==> src/rtl/serial_divider_pkg.sv <==
// Shared constants for the serial divider: LA select codes, register
// offsets inside the ARG and CTRL regions, and the divider FSM states.
package serial_divider_pkg;

  localparam logic [1:0] SELDIVISOR   = 2'b00;
  localparam logic [1:0] SELDIVIDEND  = 2'b01;
  localparam logic [1:0] SELQUOTIENT  = 2'b10;
  localparam logic [1:0] SELREMAINDER = 2'b11;

  localparam logic [1:0] ARG_DIVIDEND  = 2'd0;
  localparam logic [1:0] ARG_DIVISOR   = 2'd1;
  localparam logic [1:0] ARG_QUOTIENT  = 2'd2;
  localparam logic [1:0] ARG_REMAINDER = 2'd3;

  localparam logic [1:0] CTRL_CONTROL = 2'd0;
  localparam logic [1:0] CTRL_STATUS  = 2'd1;

  typedef enum logic [1:0] {
    IDLE = 2'b00,
    RUN  = 2'b01,
    DONE = 2'b10
  } divState_e;

endpackage

==> src/rtl/serial_divider_core.sv <==
// Unsigned radix-2 restoring divider producing one quotient bit per clock.
// Operands are captured on start. A zero divisor needs no special case:
// every trial subtraction succeeds, which leaves an all-ones quotient and
// the dividend as the remainder after the usual number of iterations.
module serial_divider_core
  import serial_divider_pkg::*;
#(
  parameter int XLEN = 32,
  parameter int CW   = $clog2(XLEN + 1)
) (
  input  logic            clk_i,
  input  logic            reset_i,
  input  logic            start_i,
  input  logic [XLEN-1:0] dividend_i,
  input  logic [XLEN-1:0] divisor_i,
  output logic [XLEN-1:0] quotient_o,
  output logic [XLEN-1:0] remainder_o,
  output logic            busy_o,
  output logic            done_o,
  output divState_e       state_o,
  output logic [CW-1:0]   count_o
);

  localparam logic [CW-1:0] LAST_ITER = CW'(XLEN - 1);

  divState_e       state_q;
  logic [XLEN-1:0] rem_q;
  logic [XLEN-1:0] quo_q;
  logic [XLEN-1:0] div_q;
  logic [CW-1:0]   count_q;
  logic            busy_q;
  logic            done_q;

  logic [XLEN:0]   shifted;
  logic [XLEN:0]   trial;

  // Shift the next dividend bit into the partial remainder and try subtracting the divisor
  always_comb begin
    shifted = {rem_q, quo_q[XLEN-1]};
    trial   = shifted - {1'b0, div_q};
  end

  // Divider FSM: capture operands on start, iterate XLEN times, then hold the result
  always_ff @(posedge clk_i or posedge reset_i) begin
    if (reset_i) begin
      state_q <= IDLE;
      rem_q   <= '0;
      quo_q   <= '0;
      div_q   <= '0;
      count_q <= '0;
      busy_q  <= 1'b0;
      done_q  <= 1'b0;
    end else begin
      case (state_q)
        IDLE, DONE: begin
          if (start_i) begin
            state_q <= RUN;
            rem_q   <= '0;
            quo_q   <= dividend_i;
            div_q   <= divisor_i;
            count_q <= '0;
            busy_q  <= 1'b1;
            done_q  <= 1'b0;
          end
        end
        RUN: begin
          rem_q   <= trial[XLEN] ? shifted[XLEN-1:0] : trial[XLEN-1:0];
          quo_q   <= {quo_q[XLEN-2:0], ~trial[XLEN]};
          count_q <= count_q + CW'(1);
          if (count_q == LAST_ITER) begin
            state_q <= DONE;
            busy_q  <= 1'b0;
            done_q  <= 1'b1;
          end
        end
        default: begin
          state_q <= IDLE;
          busy_q  <= 1'b0;
          done_q  <= 1'b0;
        end
      endcase
    end
  end

  assign quotient_o  = quo_q;
  assign remainder_o = rem_q;
  assign busy_o      = busy_q;
  assign done_o      = done_q;
  assign state_o     = state_q;
  assign count_o     = count_q;

endmodule

==> src/rtl/serial_divider.sv <==
// Wishbone slave around the serial divider core: register file, start
// logic, LA observation mux and the two blink outputs.
// Optional debug view on la_data_o is built when SERIAL_DIVIDER_DEBUG_EN
// is defined; otherwise the non-selected LA bus reads as zero.
module serial_divider
  import serial_divider_pkg::*;
#(
  parameter int WBW          = 32,
  parameter int LAW          = 32,
  parameter int XLEN         = 32,
  parameter int BLINK_CYCLES = 32_000
) (
  input  logic             clk_i,
  input  logic             reset_i,
  input  logic             wbs_stb_i,
  input  logic             wbs_cyc_i,
  input  logic             wbs_we_i,
  input  logic [WBW/8-1:0] wbs_sel_i,
  input  logic [WBW-1:0]   wbs_adr_i,
  input  logic [WBW-1:0]   wbs_dat_i,
  output logic             wbs_ack_o,
  output logic [WBW-1:0]   wbs_dat_o,
  output logic [LAW-1:0]   la_data_o,
  output logic             hw_blinky_o,
  output logic             sw_blinky_o,
  output logic             start_o,
  output logic             fini_o,
  input  logic [3:0]       hw_sel_i
);

  localparam int          CW         = $clog2(XLEN + 1);
  localparam logic [31:0] BLINK_LAST = 32'(BLINK_CYCLES / 2 - 1);

  logic            ack_q, ack_d;
  logic [WBW-1:0]  rdat_q, rdat_d;
  logic [XLEN-1:0] dividend_q, dividend_d;
  logic [XLEN-1:0] divisor_q, divisor_d;
  logic            swBlinky_q, swBlinky_d;
  logic            startPulse_q, startPulse_d;
  logic [LAW-1:0]  la_q, la_d;
  logic [31:0]     blinkCnt_q;
  logic            hwBlinky_q;

  logic            request;
  logic            argSel;
  logic            ctrlSel;
  logic [1:0]      wordOff;
  logic            startReq;
  logic [XLEN-1:0] laVal;

  logic [XLEN-1:0] coreQuotient;
  logic [XLEN-1:0] coreRemainder;
  logic            coreBusy;
  logic            coreDone;
  divState_e       coreState;
  logic [CW-1:0]   coreCount;

  function automatic logic [XLEN-1:0] mergeBytes(input logic [XLEN-1:0]  old,
                                                 input logic [WBW-1:0]   dat,
                                                 input logic [WBW/8-1:0] sel);
    logic [WBW-1:0] res;
    res = WBW'(old);
    for (int b = 0; b < WBW / 8; b++) begin
      if (sel[b]) res[b*8 +: 8] = dat[b*8 +: 8];
    end
    return XLEN'(res);
  endfunction

  assign request = wbs_stb_i & wbs_cyc_i & ~ack_q;
  assign argSel  = (|wbs_adr_i[31:28]) & ~(|wbs_adr_i[27:24]);
  assign ctrlSel = ~(|wbs_adr_i[31:28]) & (|wbs_adr_i[27:24]);
  assign wordOff = wbs_adr_i[3:2];

  // Bus decode: one ack per request, gated register writes, read data only alongside ack
  always_comb begin
    ack_d        = 1'b0;
    rdat_d       = '0;
    dividend_d   = dividend_q;
    divisor_d    = divisor_q;
    swBlinky_d   = swBlinky_q;
    startReq     = 1'b0;
    if (request) begin
      ack_d = 1'b1;
      if (wbs_we_i) begin
        if (argSel && !coreBusy) begin
          case (wordOff)
            ARG_DIVIDEND: dividend_d = mergeBytes(dividend_q, wbs_dat_i, wbs_sel_i);
            ARG_DIVISOR: begin
              divisor_d = mergeBytes(divisor_q, wbs_dat_i, wbs_sel_i);
              startReq  = hw_sel_i[2];
            end
            default: ;
          endcase
        end else if (ctrlSel && wordOff == CTRL_CONTROL && wbs_sel_i[0]) begin
          swBlinky_d = wbs_dat_i[1];
          startReq   = wbs_dat_i[0];
        end
      end else if (argSel) begin
        case (wordOff)
          ARG_DIVIDEND:  rdat_d = WBW'(dividend_q);
          ARG_DIVISOR:   rdat_d = WBW'(divisor_q);
          ARG_QUOTIENT:  rdat_d = WBW'(coreQuotient);
          ARG_REMAINDER: rdat_d = WBW'(coreRemainder);
          default:       rdat_d = '0;
        endcase
      end else if (ctrlSel) begin
        case (wordOff)
          CTRL_CONTROL: rdat_d = WBW'({swBlinky_q, 1'b0});
          CTRL_STATUS:  rdat_d = WBW'({coreDone, coreBusy});
          default:      rdat_d = '0;
        endcase
      end
    end
    startPulse_d = startReq & ~coreBusy & ~startPulse_q;
  end

  // Logic analyzer view: selected operand/result, or the optional debug word
  always_comb begin
    laVal = '0;
    if (hw_sel_i[3]) begin
      case (hw_sel_i[1:0])
        SELDIVISOR:   laVal = divisor_q;
        SELDIVIDEND:  laVal = dividend_q;
        SELQUOTIENT:  laVal = coreQuotient;
        SELREMAINDER: laVal = coreRemainder;
        default:      laVal = '0;
      endcase
    end else begin
`ifdef SERIAL_DIVIDER_DEBUG_EN
      laVal = XLEN'({coreState, coreCount, coreBusy, coreDone});
`else
      laVal = '0;
`endif
    end
    la_d = LAW'(laVal);
  end

  // Register file, bus response and start pulse
  always_ff @(posedge clk_i or posedge reset_i) begin
    if (reset_i) begin
      ack_q        <= 1'b0;
      rdat_q       <= '0;
      dividend_q   <= '0;
      divisor_q    <= '0;
      swBlinky_q   <= 1'b0;
      startPulse_q <= 1'b0;
      la_q         <= '0;
    end else begin
      ack_q        <= ack_d;
      rdat_q       <= rdat_d;
      dividend_q   <= dividend_d;
      divisor_q    <= divisor_d;
      swBlinky_q   <= swBlinky_d;
      startPulse_q <= startPulse_d;
      la_q         <= la_d;
    end
  end

  // Free-running blink: toggle every half period
  always_ff @(posedge clk_i or posedge reset_i) begin
    if (reset_i) begin
      blinkCnt_q <= '0;
      hwBlinky_q <= 1'b0;
    end else if (blinkCnt_q >= BLINK_LAST) begin
      blinkCnt_q <= '0;
      hwBlinky_q <= ~hwBlinky_q;
    end else begin
      blinkCnt_q <= blinkCnt_q + 32'd1;
    end
  end

  serial_divider_core #(
    .XLEN (XLEN),
    .CW   (CW)
  ) u_core (
    .clk_i       (clk_i),
    .reset_i     (reset_i),
    .start_i     (startPulse_q),
    .dividend_i  (dividend_q),
    .divisor_i   (divisor_q),
    .quotient_o  (coreQuotient),
    .remainder_o (coreRemainder),
    .busy_o      (coreBusy),
    .done_o      (coreDone),
    .state_o     (coreState),
    .count_o     (coreCount)
  );

  logic unusedBits;
`ifdef SERIAL_DIVIDER_DEBUG_EN
  assign unusedBits = ^{wbs_adr_i[23:4], wbs_adr_i[1:0]};
`else
  assign unusedBits = ^{wbs_adr_i[23:4], wbs_adr_i[1:0], coreState, coreCount};
`endif

  assign wbs_ack_o   = ack_q;
  assign wbs_dat_o   = rdat_q;
  assign la_data_o   = la_q;
  assign hw_blinky_o = hwBlinky_q;
  assign sw_blinky_o = swBlinky_q;
  assign start_o     = startPulse_q;
  assign fini_o      = coreDone;

endmodule

==> config.mk <==
export PLATFORM = sky130hd
export DESIGN_NAME = serial_divider
export DESIGN_NICKNAME = d
export VERILOG_FILES = /design/src/rtl/serial_divider_pkg.sv /design/src/rtl/serial_divider_core.sv /design/src/rtl/serial_divider.sv
export SDC_FILE = /design/constraint.sdc
export NUM_CORES = 1
export LEC_CHECK = 0
export BUFFER_PORTS_ARGS = -buffer_cell sky130_fd_sc_hd__buf_2
export CAP_MARGIN = 20
export CORE_ASPECT_RATIO = 1.5
export CORE_MARGIN = 2
export CORE_UTILIZATION = 38
export DETAILED_ROUTE_END_ITERATION = 10
export SLEW_MARGIN = 10
export SYNTH_ARGS = -nofsm -noshare
export SYNTH_HDL_FRONTEND = slang
export SYNTH_HIERARCHICAL = 1
export SYNTH_SLANG_ARGS = --single-unit
==> constraint.sdc <==
create_clock -name clk_i -period 9.9 [get_ports clk_i]
set_input_delay 0.495 -clock clk_i [delete_from_list [all_inputs] [get_ports clk_i]]
set_output_delay 0.495 -clock clk_i [all_outputs]
set_load 0.01 [all_outputs]
Word-level counts from Yosys, hierarchy flattened
Index checks and enable logic that the tools add are counted.
{"block": "word_totals", "register_bits": 270, "out_inout_bits": 69}
{"block": "op_classes", "muxes": 31, "n_reduce_logical": 23, "n_lt_le_gt_ge": 1, "n_eq_ne": 11, "n_bitwise": 14, "addsub": 3}
{"cell": "$mux 32", "count": 8}
{"cell": "$pmux 32 s4", "count": 2}
{"cell": "$pmux 32 s2", "count": 2}
{"cell": "$reduce_and 5->1", "count": 8}
{"cell": "$sub 33x32->33", "count": 1}
{"cell": "$add 32x1->32 const B", "count": 1}
{"cell": "$ge 32x14->1 const B", "count": 1}
{"cell": "$pmux 6 s2", "count": 1}
{"cell": "$eq 2x2->1 const B", "count": 5}
{"cell": "$mux 1", "count": 10}
{"cell": "$not 1->1", "count": 8}
{"cell": "$pmux 2 s2", "count": 2}
{"cell": "$reduce_or 4->1", "count": 2}
{"cell": "$add 6x1->6 const B", "count": 1}
{"cell": "$and 1x1->1", "count": 6}
{"cell": "$eq 2x1->1 const B", "count": 3}
{"cell": "$eq 6x5->1 const B", "count": 1}
{"cell": "$logic_not 2->1", "count": 3}
{"cell": "$mux 2", "count": 3}
{"cell": "$mux 6", "count": 1}
{"cell": "$reduce_and 2->1", "count": 3}
{"cell": "$pmux 1 s2", "count": 2}
{"cell": "$reduce_and 4->1", "count": 1}
{"cell": "$logic_and 1x1->1", "count": 3}
{"cell": "other kinds (5)", "count": 5}

Logic depth before layout (Yosys ltp)
Gate-level depths: netlist of run 1.
{"block": "depth", "ltp_word": 11, "depth_mapped": 14}

Modules after synthesis
The synthesis of run 1 kept the hierarchy.
{"module": "serial_divider", "area_per_inst_um2": 7385.8, "instances": 1, "cells_each": 477}
{"module": "serial_divider_core", "area_per_inst_um2": 6090.8, "instances": 1, "cells_each": 682}

Worst setup path before layout of run 1
Ideal clock, no wire load.
{"block": "synth_timing", "kind": "reg-to-reg", "startpoint": "register u_core.quo_q[31], in the netlist u_core/quotient_o[31]", "endpoint": "register u_core.rem_q[1], in the netlist u_core/remainder_o[1]", "stages_incl_launch_ff": 15, "t_required_ns": 9.767, "slack_ns": 6.890, "t_arrival_ns": 2.877, "setup_time_ns": 0.133, "path_cell_list": "dfrtp_1 > inv_1 > ha_1 > inv_1 > fa_1 > a211oi_1 > o211ai_1 > a21oi_2 > a311o_1 > o21a_1 > a31oi_4 > xnor2_4 > buf_4 > mux2i_1 > o21ai_0"}
{"block": "synth_via", "elab_chain_cells": 3}
{"element": "start, declared", "line": "serial_divider_core.sv:28", "source": "logic [XLEN-1:0] quo_q;"}
{"element": "start signal, assigned", "line": "serial_divider_core.sv:59", "source": "quo_q <= dividend_i;"}
{"element": "start signal, assigned", "line": "serial_divider_core.sv:68", "source": "quo_q <= {quo_q[XLEN-2:0], ~trial[XLEN]};"}
{"element": "$sub 33x32->33", "line": "serial_divider_core.sv:40", "source": "trial = shifted - {1'b0, div_q};"}
{"element": "$mux 32", "line": "serial_divider_core.sv:67", "source": "rem_q <= trial[XLEN] ? shifted[XLEN-1:0] : trial[XLEN-1:0];"}
{"element": "$pmux 32 s2", "line": "serial_divider_core.sv:54", "source": "case (state_q)"}
{"element": "end signal, assigned", "line": "serial_divider_core.sv:67"}
{"element": "end, declared", "line": "serial_divider_core.sv:27", "source": "logic [XLEN-1:0] rem_q;"}
Every way passes these cells.
A chain may end at the register's enable or synchronous reset.

Final worst setup path of run 1
{"block": "layout_timing", "startpoint": "register u_core.quo_q[31], in the netlist u_core/quotient_o[31]", "endpoint": "register u_core.rem_q[3], in the netlist u_core/remainder_o[3]"}
The elaborated chain is that of the path after synthesis.

==> results.json, run 1 <==
{
  "layout-drive-gt1-share_pct": 25.6,
  "p_clk_share_pct": 43.0,
  "grt_usage_pct": 19.1,
  "p_switching_mw": 0.535,
  "start_util_pct": 38.5,
  "drc": 0,
  "die_h_um": 235,
  "rows": 84,
  "ctsResizeCount": 0,
  "slew_violations": 0,
  "cts_buffers": 27,
  "drt-initial-drc-count": 605,
  "clock_sinks": 269,
  "vias": 9518,
  "grt_max_degree": 94,
  "drt-vias-per-instance": 5.37,
  "final-seq-area_sq_mm": 0.00673,
  "cp_top_family": "compound AO/OA/AOI/OAI gates",
  "synth_cells": 1158,
  "ant_nets": 0,
  "cts_hold_buffers": 0,
  "rsz0062_at_grt": "false",
  "clk_latency_ns": 0.55,
  "io_pins": 146,
  "yosysWarnings": 6,
  "grt_pass1_vias": 10073,
  "synth_area_per_cell_sq_um": 11.6,
  "max-vdd-ir-drop_mv": 0.0962,
  "port_buffers": 123,
  "wirelength_um": 34500,
  "antenna_found_initial": 1,
  "path_buf_inv": 3,
  "relSlewSlack_pct": 38.4,
  "fin_crit_ns": 4.24,
  "h-tree-depth": 1,
  "worstPathCellList": "inv_1 > ha_1 > inv_1 > fa_1 > a211oi_1 > o211ai_1 > a21oi_2 > a311o_1 > o21a_1 > a31oi_4 > xnor2_4 > buf_4 > nand2b_1 > o21ai_0",
  "clk_pin_slew_worst_paths_ns": 0.06,
  "multi_input_area_sq_mm": 0.00640,
  "cp_max_fo": 21,
  "gp_congestion": 0.838,
  "drv_cap": 0,
  "root_buffer": "clkbuf_16",
  "p_per_area_mw_per_mm2": 144,
  "grt_pass1_wl_um": 55100,
  "core_sq_mm": 0.0350,
  "min_period_over_period_pct": 42.8,
  "comb_power_share_pct": 6.6,
  "crit_slowest_cell": "xnor2_4",
  "setup.worst_path.class": "flop to flop",
  "cp_common_cell": "inv_1",
  "post_cts_buffers": 0,
  "seq_power_share_pct": 50.5,
  "n_fill_cell": 3298,
  "crit_required_ns": 10.31,
  "cts_buffer_depth": 3,
  "p_int_mw": 1.69,
  "outcome": "finished, final reports clean",
  "hold_viol_final": 0,
  "netlist_area_sq_mm": 0.0135,
  "p_leak_nw": 7.42,
  "fin_setup_tns_ns": 0,
  "cts_tree": "done",
  "cp-start-kind": "flop",
  "firstDrtPassIters": 5,
  "wl_per_cell_um": 19.5,
  "nets": 1393,
  "end_kind": "flop",
  "die-area_sq_mm": 0.0370,
  "min_path_type": "input pin to async pin",
  "dieWidth_um": 158,
  "holdWs_ns": 0.0262,
  "place_hpwl_um": 23000,
  "overflow": 0,
  "max_stage_delay_ns": 0.58,
  "num_antenna_cells": 0,
  "area_growth_pct": 14.5,
  "setup_violations": 0,
  "sw_frac_of_total_pct": 24.1,
  "arrival_ns": 4.65,
  "fin_skew_ns": 0.0154,
  "tightest_slew_ns": 0.924,
  "fmax_mhz": 236
}
registers in the layout (all words and copies together), names as in the netlist:
signal / count
u_core/count_o: 6
dividend_q: 32
u_core/div_q: 32
u_core/busy_o: 1
blinkCnt_q: 32
u_core/state_o: 1
divisor_q: 32
sw_blinky_o: 1
wbs_ack_o: 1
start_o: 1
wbs_dat_o: 32
u_core/remainder_o: 32
u_core/done_o: 1
hw_blinky_o: 1
u_core/quotient_o: 32
la_data_o: 32
layer usage:
layer / up-vias / share of wire [%] / track usage, %
li1: 4403 / - / -
met1: 4845 / 39 / 22.3
met2: 200 / 55 / 35.7
met3: 70 / 3.6 / 2.50
met4: 0 / 2.8 / 6.45
met5: - / 0 / 0
through the flow:
stage          utilization, %  setup slack (ns)  instance area (sq um)  instances  total power, mW
2_1_floorplan               -              4.97                  13500       1175             1.24
3_3_place_gp             41.8              5.74                  14600       1725             1.29
3_5_place_dp             41.8              5.70                  14600       1725             1.29
4_1_cts                  44.1              5.67                  15400       1772             2.25
5_1_grt                  44.1              5.40                  15400       1772             2.31
6_report                 44.1              5.66                  15400       1772             2.22
placed cells by master, fill, tap and decap left out, types with 32 or more instances in the layout:
master,count
dfrtp_1,269
nand2_1,155
buf_2,123
o21ai_0,86
mux2_2,65
mux4_2,64
inv_1,42
nor2_1,35
ha_1,34
and3_1,33
and2_1,32
a22oi_1,32
power groups by stage:
stage / logic, mW / clock network [mW] / registers (mW)
6_report: 0.146 / 0.955 / 1.12
5_1_grt: 0.160 / 1.02 / 1.12
4_1_cts: 0.149 / 0.984 / 1.12
3_5_place_dp: 0.149 / 0 / 1.14
3_3_place_gp: 0.146 / 0 / 1.14
2_1_floorplan: 0.103 / 0 / 1.14
cell type report:
cell class	count	area share, %
sequential	269	43.6
multi-input combinational	802	41.5
clock buffer	35	4.77
timing repair buffer	137	4.67
tap	473	3.84
inverter	44	1.12
clock inverter	12	0.454
worst paths after layout:
check                                                  start                                end  cells after the start  slack [ns]
setup / recovery           u_core/quotient_o[31]$_DFFE_PP0P_  u_core/remainder_o[3]$_DFFE_PP0P_                     14        5.66
hold / removal                                       reset_i   u_core/quotient_o[9]$_DFFE_PP0P_                      2        0.03
setup reg to reg           u_core/quotient_o[31]$_DFFE_PP0P_  u_core/remainder_o[3]$_DFFE_PP0P_                     14        5.66
hold reg to reg                      hw_blinky_o$_DFFE_PP0N_            hw_blinky_o$_DFFE_PP0N_                      1        0.46
max in group asynchronous                            reset_i         dividend_q[29]$_DFFE_PP0P_                      3        8.27
min in group clk_i                                  wbs_we_i             wbs_dat_o[0]$_DFF_PP0_                      2        0.17
Power figures use the tool's default switching activity.
==> run 2, diff against run 1 <==
==> constraint.sdc (replaced) <==
create_clock -name clk_i -period 4.35 [get_ports clk_i]
set_input_delay 0.2175 -clock clk_i [delete_from_list [all_inputs] [get_ports clk_i]]
set_output_delay 0.2175 -clock clk_i [all_outputs]
set_load 0.01 [all_outputs]
==> results.json, run 2 (synthesis gave the netlist of run 1 again) <==
{
  "worst_slack_ns": 0.744,
  "final_common_cell": "dfrtp_1",
  "outcome": "finished, final reports clean",
  "rsz0062_at_grt": "false",
  "ctsResizeCount": 0,
  "dieWidth_um": 158,
  "cts_buffer_depth": 3,
  "post-place-ws_ns": 0.725,
  "cp_top_family": "compound AO/OA/AOI/OAI gates",
  "grt_pass1_vias": 10216,
  "area_growth_pct": 18.8,
  "wirelength_um": 35100,
  "grt_usage_pct": 19.4,
  "fin_skew_ns": 0.0146,
  "drt-vias-per-instance": 5.37,
  "clk_pin_slew_worst_paths_ns": 0.07,
  "firstDrtPassIters": 5,
  "end_kind": "flop",
  "arrival_ns": 4.01,
  "io_pins": 146,
  "max_stage_delay_ns": 0.42,
  "path_buf_inv": 3,
  "grt_max_degree": 165,
  "drv_cap": 0,
  "cp_common_cell": "inv_1",
  "layout-drive-gt1-share_pct": 25.4,
  "cts_buffers": 27,
  "drc": 0,
  "cp_max_fo": 12,
  "crit_slowest_cell": "fa_1",
  "cts_hold_buffers": 40,
  "holdPathStages": 3,
  "nets": 1437,
  "start_util_pct": 38.5,
  "layout_common_cells": "dfrtp_1 (269), nand2_1 (155), buf_2 (123)",
  "gp_congestion": 0.861,
  "die-area_sq_mm": 0.0370,
  "place_inst": 1729,
  "clk_latency_ns": 0.55,
  "clock_sinks": 269,
  "rows": 84,
  "wl_per_cell_um": 19.3,
  "setup_violations": 0,
  "crit_cells": 14,
  "post_cts_buffers": 0,
  "hold_viol_final": 0,
  "relSlewSlack_pct": 34.0,
  "stdcell_count": 1819,
  "ant_nets": 0,
  "vias": 9759,
  "max-vdd-ir-drop_mv": 0.212,
  "min_period_over_period_pct": 82.9,
  "overflow": 0,
  "grt_pass1_wl_um": 56200,
  "n_fill_cell": 3220,
  "min_path_type": "input pin to flop",
  "root_buffer": "clkbuf_16",
  "slew_violations": 0,
  "place_hpwl_um": 23800,
  "cts_tree": "done",
  "drt-initial-drc-count": 712,
  "worstPathCellList": "inv_1 > ha_1 > inv_1 > fa_1 > a211oi_1 > o211ai_1 > a21oi_2 > a311o_1 > o21a_1 > a31oi_4 > xnor2_4 > buf_4 > mux2i_1 > o21ai_0",
  "h-tree-depth": 1,
  "p_per_area_mw_per_mm2": 337,
  "fin_crit_ns": 3.61,
  "tightest_slew_ns": 0.990,
  "die_h_um": 235,
  "holdWs_ns": 0.174,
  "fmax_mhz": 277,
  "cp-start-kind": "flop",
  "port_buffers": 123,
  "core_sq_mm": 0.0350,
  "setup.worst_path.class": "flop to flop",
  "p_leak_nw": 7.66,
  "fin_setup_tns_ns": 0,
  "antenna_found_initial": 0,
  "crit_required_ns": 4.75,
  "reg2reg_depth": 14
}
==> run 2: cell types whose count changed in the layout (fill, tap and decap cells not counted), sizes merged, moves of 2 or more <==
cell         delta
buf             +4
clkinvlp        +3
dlygate4sd3    +40
clkinv          -2
bufinv          +4
clkbuf          -4
==> run 2: area by class of cell <==
type                    count  area (sq um)  share of cell area, %
flip-flops and latches    269          6730                   42.1
multi-input cells         802          6400                   40.0
repair buffers            181          1160                   7.27
clock buffers              31           711                   4.44
well taps                 473           592                   3.70
clock inverters            18           220                   1.38
inverters                  44           171                   1.07
diodes                      1          2.50                 0.0156
==> run 2: power breakdown <==
| part | leakage, nW | internal (mW) | switching, mW | total [mW] |
|---|---|---|---|---|
| logic | 3.52 | 0.150 | 0.217 | 0.367 |
| clock network | 0.440 | 1.42 | 1.04 | 2.47 |
| registers | 3.70 | 2.53 | 0.0218 | 2.55 |
| total | 7.66 | 4.10 | 1.28 | 5.38 |
==> run 2: per-layer routing <==
metal / share of wire (%) / up-vias / track usage (%)
met3: 3.8 / 65 / 2.43
met4: 3.3 / 0 / 7.81
li1: - / 4492 / -
met2: 54 / 220 / 35.7
met1: 39 / 4982 / 22.6
met5: 0 / - / 0
==> run 2: final timing paths <==
kind                                                           end  slack (ns)                              start
max in group asynchronous               dividend_q[25]$_DFFE_PP0P_        3.15                            reset_i
min in group asynchronous        u_core/quotient_o[11]$_DFFE_PP0P_        0.27                            reset_i
worst max-delay path            u_core/remainder_o[22]$_DFFE_PP0P_        0.74  u_core/quotient_o[31]$_DFFE_PP0P_
worst min-delay path                     divisor_q[30]$_DFFE_PP0P_        0.17                       wbs_sel_i[3]
worst min register to register             blinkCnt_q[0]$_DFF_PP0_        0.47            blinkCnt_q[0]$_DFF_PP0_
worst max register to register  u_core/remainder_o[22]$_DFFE_PP0P_        0.74  u_core/quotient_o[31]$_DFFE_PP0P_
==> run 2: stage by stage <==
step,area [sq um],util (%),total power [mW]
after floorplan,13500,-,2.83
after global placement,14700,41.9,2.94
after detailed placement,14700,41.9,2.94
after CTS,16000,45.7,5.45
after global routing,16000,45.7,5.58
final,16000,45.7,5.38
==> run 2: worst register-to-register path: cells and delay by family (launching register included) <==
kind	cells	cell delay, ns
xor gates and xnor gates	1	0.39
DFF	1	0.40
adders and majority gates	2	0.59
AOI/OAI and AO/OA	7	1.39
buffers and inverters	3	0.48
muxes	1	0.22
==> run 3, diff against run 2 <==
--- a/config.mk
+++ b/config.mk
@@ -5,6 +5,7 @@
 export SDC_FILE = /design/constraint.sdc
 export NUM_CORES = 1
 export LEC_CHECK = 0
+export ABC_AREA = 1
 export BUFFER_PORTS_ARGS = -buffer_cell sky130_fd_sc_hd__buf_2
 export CAP_MARGIN = 20
 export CORE_ASPECT_RATIO = 1.5
==> constraint.sdc (replaced) <==
create_clock -name clk_i -period 3.5 [get_ports clk_i]
set_input_delay 0.175 -clock clk_i [delete_from_list [all_inputs] [get_ports clk_i]]
set_output_delay 0.175 -clock clk_i [all_outputs]
set_load 0.01 [all_outputs]
==> results.json, run 3 <==
{
  "die-area_sq_mm": 0.0408,
  "crit_slowest_cell": "nand2_2",
  "core_sq_mm": 0.0385,
  "arrival_ns": 3.36,
  "wirelength_um": 44800,
  "synth_area_per_cell_sq_um": 7.20,
  "clk_pin_slew_worst_paths_ns": 0.07,
  "path_buf_inv": 2,
  "port_buffers": 123,
  "layout-drive-gt1-share_pct": 10.9,
  "cp_common_cell": "nand2_2",
  "rsz0062_at_grt": "false",
  "firstDrtPassIters": 5,
  "min_path_type": "input pin to flop",
  "cp_top_family": "simple AND/OR/NAND/NOR gates",
  "root_buffer": "clkbuf_16",
  "worstPathCellList": "inv_1 > ha_1 > inv_1 > fa_1 > nand2_1 > nand2_1 > nand3_1 > nand2_2 > nand2_2 > nand2_2 > nand2_2 > nand3_1 > nand2_2 > nand2_1 > nand3_1 > nand2_1",
  "crit_required_ns": 3.93,
  "netlist_area_sq_mm": 0.0149,
  "cp_max_fo": 31,
  "final_common_cell": "nand2_1",
  "clk_latency_ns": 0.56,
  "gp_congestion": 0.961,
  "slew_violations": 0,
  "tightest_slew_ns": 0.987,
  "fin_crit_ns": 2.93,
  "vias": 13789,
  "place_hpwl_um": 33400,
  "drt-initial-drc-count": 1106,
  "p_leak_nw": 9.28,
  "fin_setup_tns_ns": 0,
  "fmax_mhz": 342,
  "drt-vias-per-instance": 5.05,
  "post_cts_buffers": 0,
  "nets": 2331,
  "layout_common_cells": "nand2_1 (893), dfrtp_1 (269), inv_1 (225)",
  "relSlewSlack_pct": 34.0,
  "fin_skew_ns": 0.0203,
  "place_inst": 2648,
  "drv_cap": 0,
  "grt_usage_pct": 22.1,
  "max_stage_delay_ns": 0.50,
  "p_per_area_mw_per_mm2": 700,
  "grt_pass1_wl_um": 71000,
  "grt_pass1_vias": 13365,
  "dieWidth_um": 166,
  "outcome": "finished, final reports clean",
  "min_period_over_period_pct": 83.6,
  "drc": 0,
  "num_antenna_cells": 0,
  "h-tree-depth": 1,
  "stdcell_count": 2733,
  "setup.worst_path.class": "flop to flop",
  "wl_per_cell_um": 16.4,
  "grt_max_degree": 96,
  "synth_cells": 2066,
  "overflow": 0,
  "n_fill_cell": 3928,
  "rows": 88,
  "ant_nets": 0,
  "area_growth_pct": 16.6,
  "cts_buffers": 27,
  "ctsResizeCount": 0,
  "clock_sinks": 269,
  "max-vdd-ir-drop_mv": 0.487,
  "cts_buffer_depth": 3,
  "yosysWarnings": 6,
  "setup_violations": 0,
  "io_pins": 146,
  "die_h_um": 246,
  "cp-start-kind": "flop",
  "cts_tree": "done",
  "hold_viol_final": 0,
  "antenna_found_initial": 1,
  "start_util_pct": 38.6,
  "cts_hold_buffers": 37,
  "end_kind": "flop"
}
[run 3: routing by layer]
metal	part of all wire, %	GRT usage, %	up-vias
met5	0.033	0	-
met2	47	37.2	427
met3	5.2	2.34	121
met1	42	28.4	6488
li1	-	-	6751
met4	5.0	10.4	2
[run 3: through the flow]
| step | power [mW] | utilization (%) | hold slack (ns) | instance area, sq um | setup slack [ns] |
|---|---|---|---|---|---|
| 6_report | 12.1 | 45.0 | 0.0335 | 17300 | 0.573 |
| 2_1_floorplan | 7.94 | - | 0.305 | 14900 | 0.564 |
| 3_5_place_dp | 9.20 | 41.7 | 0.217 | 16100 | 0.569 |
| 5_1_grt | 13.1 | 45.0 | 0.0486 | 17300 | 0.302 |
| 3_3_place_gp | 9.10 | 41.5 | 0.223 | 16000 | 0.668 |
| 4_1_cts | 12.2 | 45.0 | 0.00652 | 17300 | 0.542 |
[run 3: final cells by class]
| cell class | instances | area [sq um] | area share, % |
|---|---|---|---|
| multi-input combinational | 1503 | 6960 | 40.2 |
| timing repair buffer | 183 | 1240 | 7.13 |
| clock inverter | 15 | 170 | 0.982 |
| sequential | 269 | 6730 | 38.8 |
| inverter | 235 | 888 | 5.12 |
| tap | 495 | 619 | 3.57 |
| clock buffer | 33 | 728 | 4.20 |
[run 3: power breakdown]
group          switching [mW]  leakage, nW  total [mW]  internal [mW]
combinational            3.68         5.18        5.48           1.80
clock                    1.24        0.429        2.94           1.70
sequential              0.370         3.67        3.71           3.34
[run 3: worst register-to-register path, stage by stage, from the launching register on]
cell and delay, ns:
dfrtp_1 0.40, inv_1 0.18, ha_1 0.19, inv_1 0.07, fa_1 0.40, nand2_1 0.08, nand2_1 0.10, nand3_1 0.12
nand2_2 0.12, nand2_2 0.08, nand2_2 0.07, nand2_2 0.09, nand3_1 0.08, nand2_2 0.50, nand2_1 0.16, nand3_1 0.11
nand2_1 0.06
[run 3: path summary, 6_finish.rpt]
path / startpoint / to / slack (ns) / cells past startpoint
setup / recovery: u_core/quotient_o[31]$_DFFE_PP0P_ / u_core/remainder_o[2]$_DFFE_PP0P_ / 0.57 / 16
hold / removal: wbs_sel_i[0] / sw_blinky_o$_DFFE_PP0P_ / 0.03 / 5
setup reg to reg: u_core/quotient_o[31]$_DFFE_PP0P_ / u_core/remainder_o[2]$_DFFE_PP0P_ / 0.57 / 16
hold reg to reg: blinkCnt_q[0]$_DFF_PP0_ / blinkCnt_q[0]$_DFF_PP0_ / 0.46 / 1
max in group asynchronous: reset_i / dividend_q[5]$_DFFE_PP0P_ / 2.28 / 4
min in group asynchronous: reset_i / u_core/quotient_o[21]$_DFFE_PP0P_ / 0.18 / 3
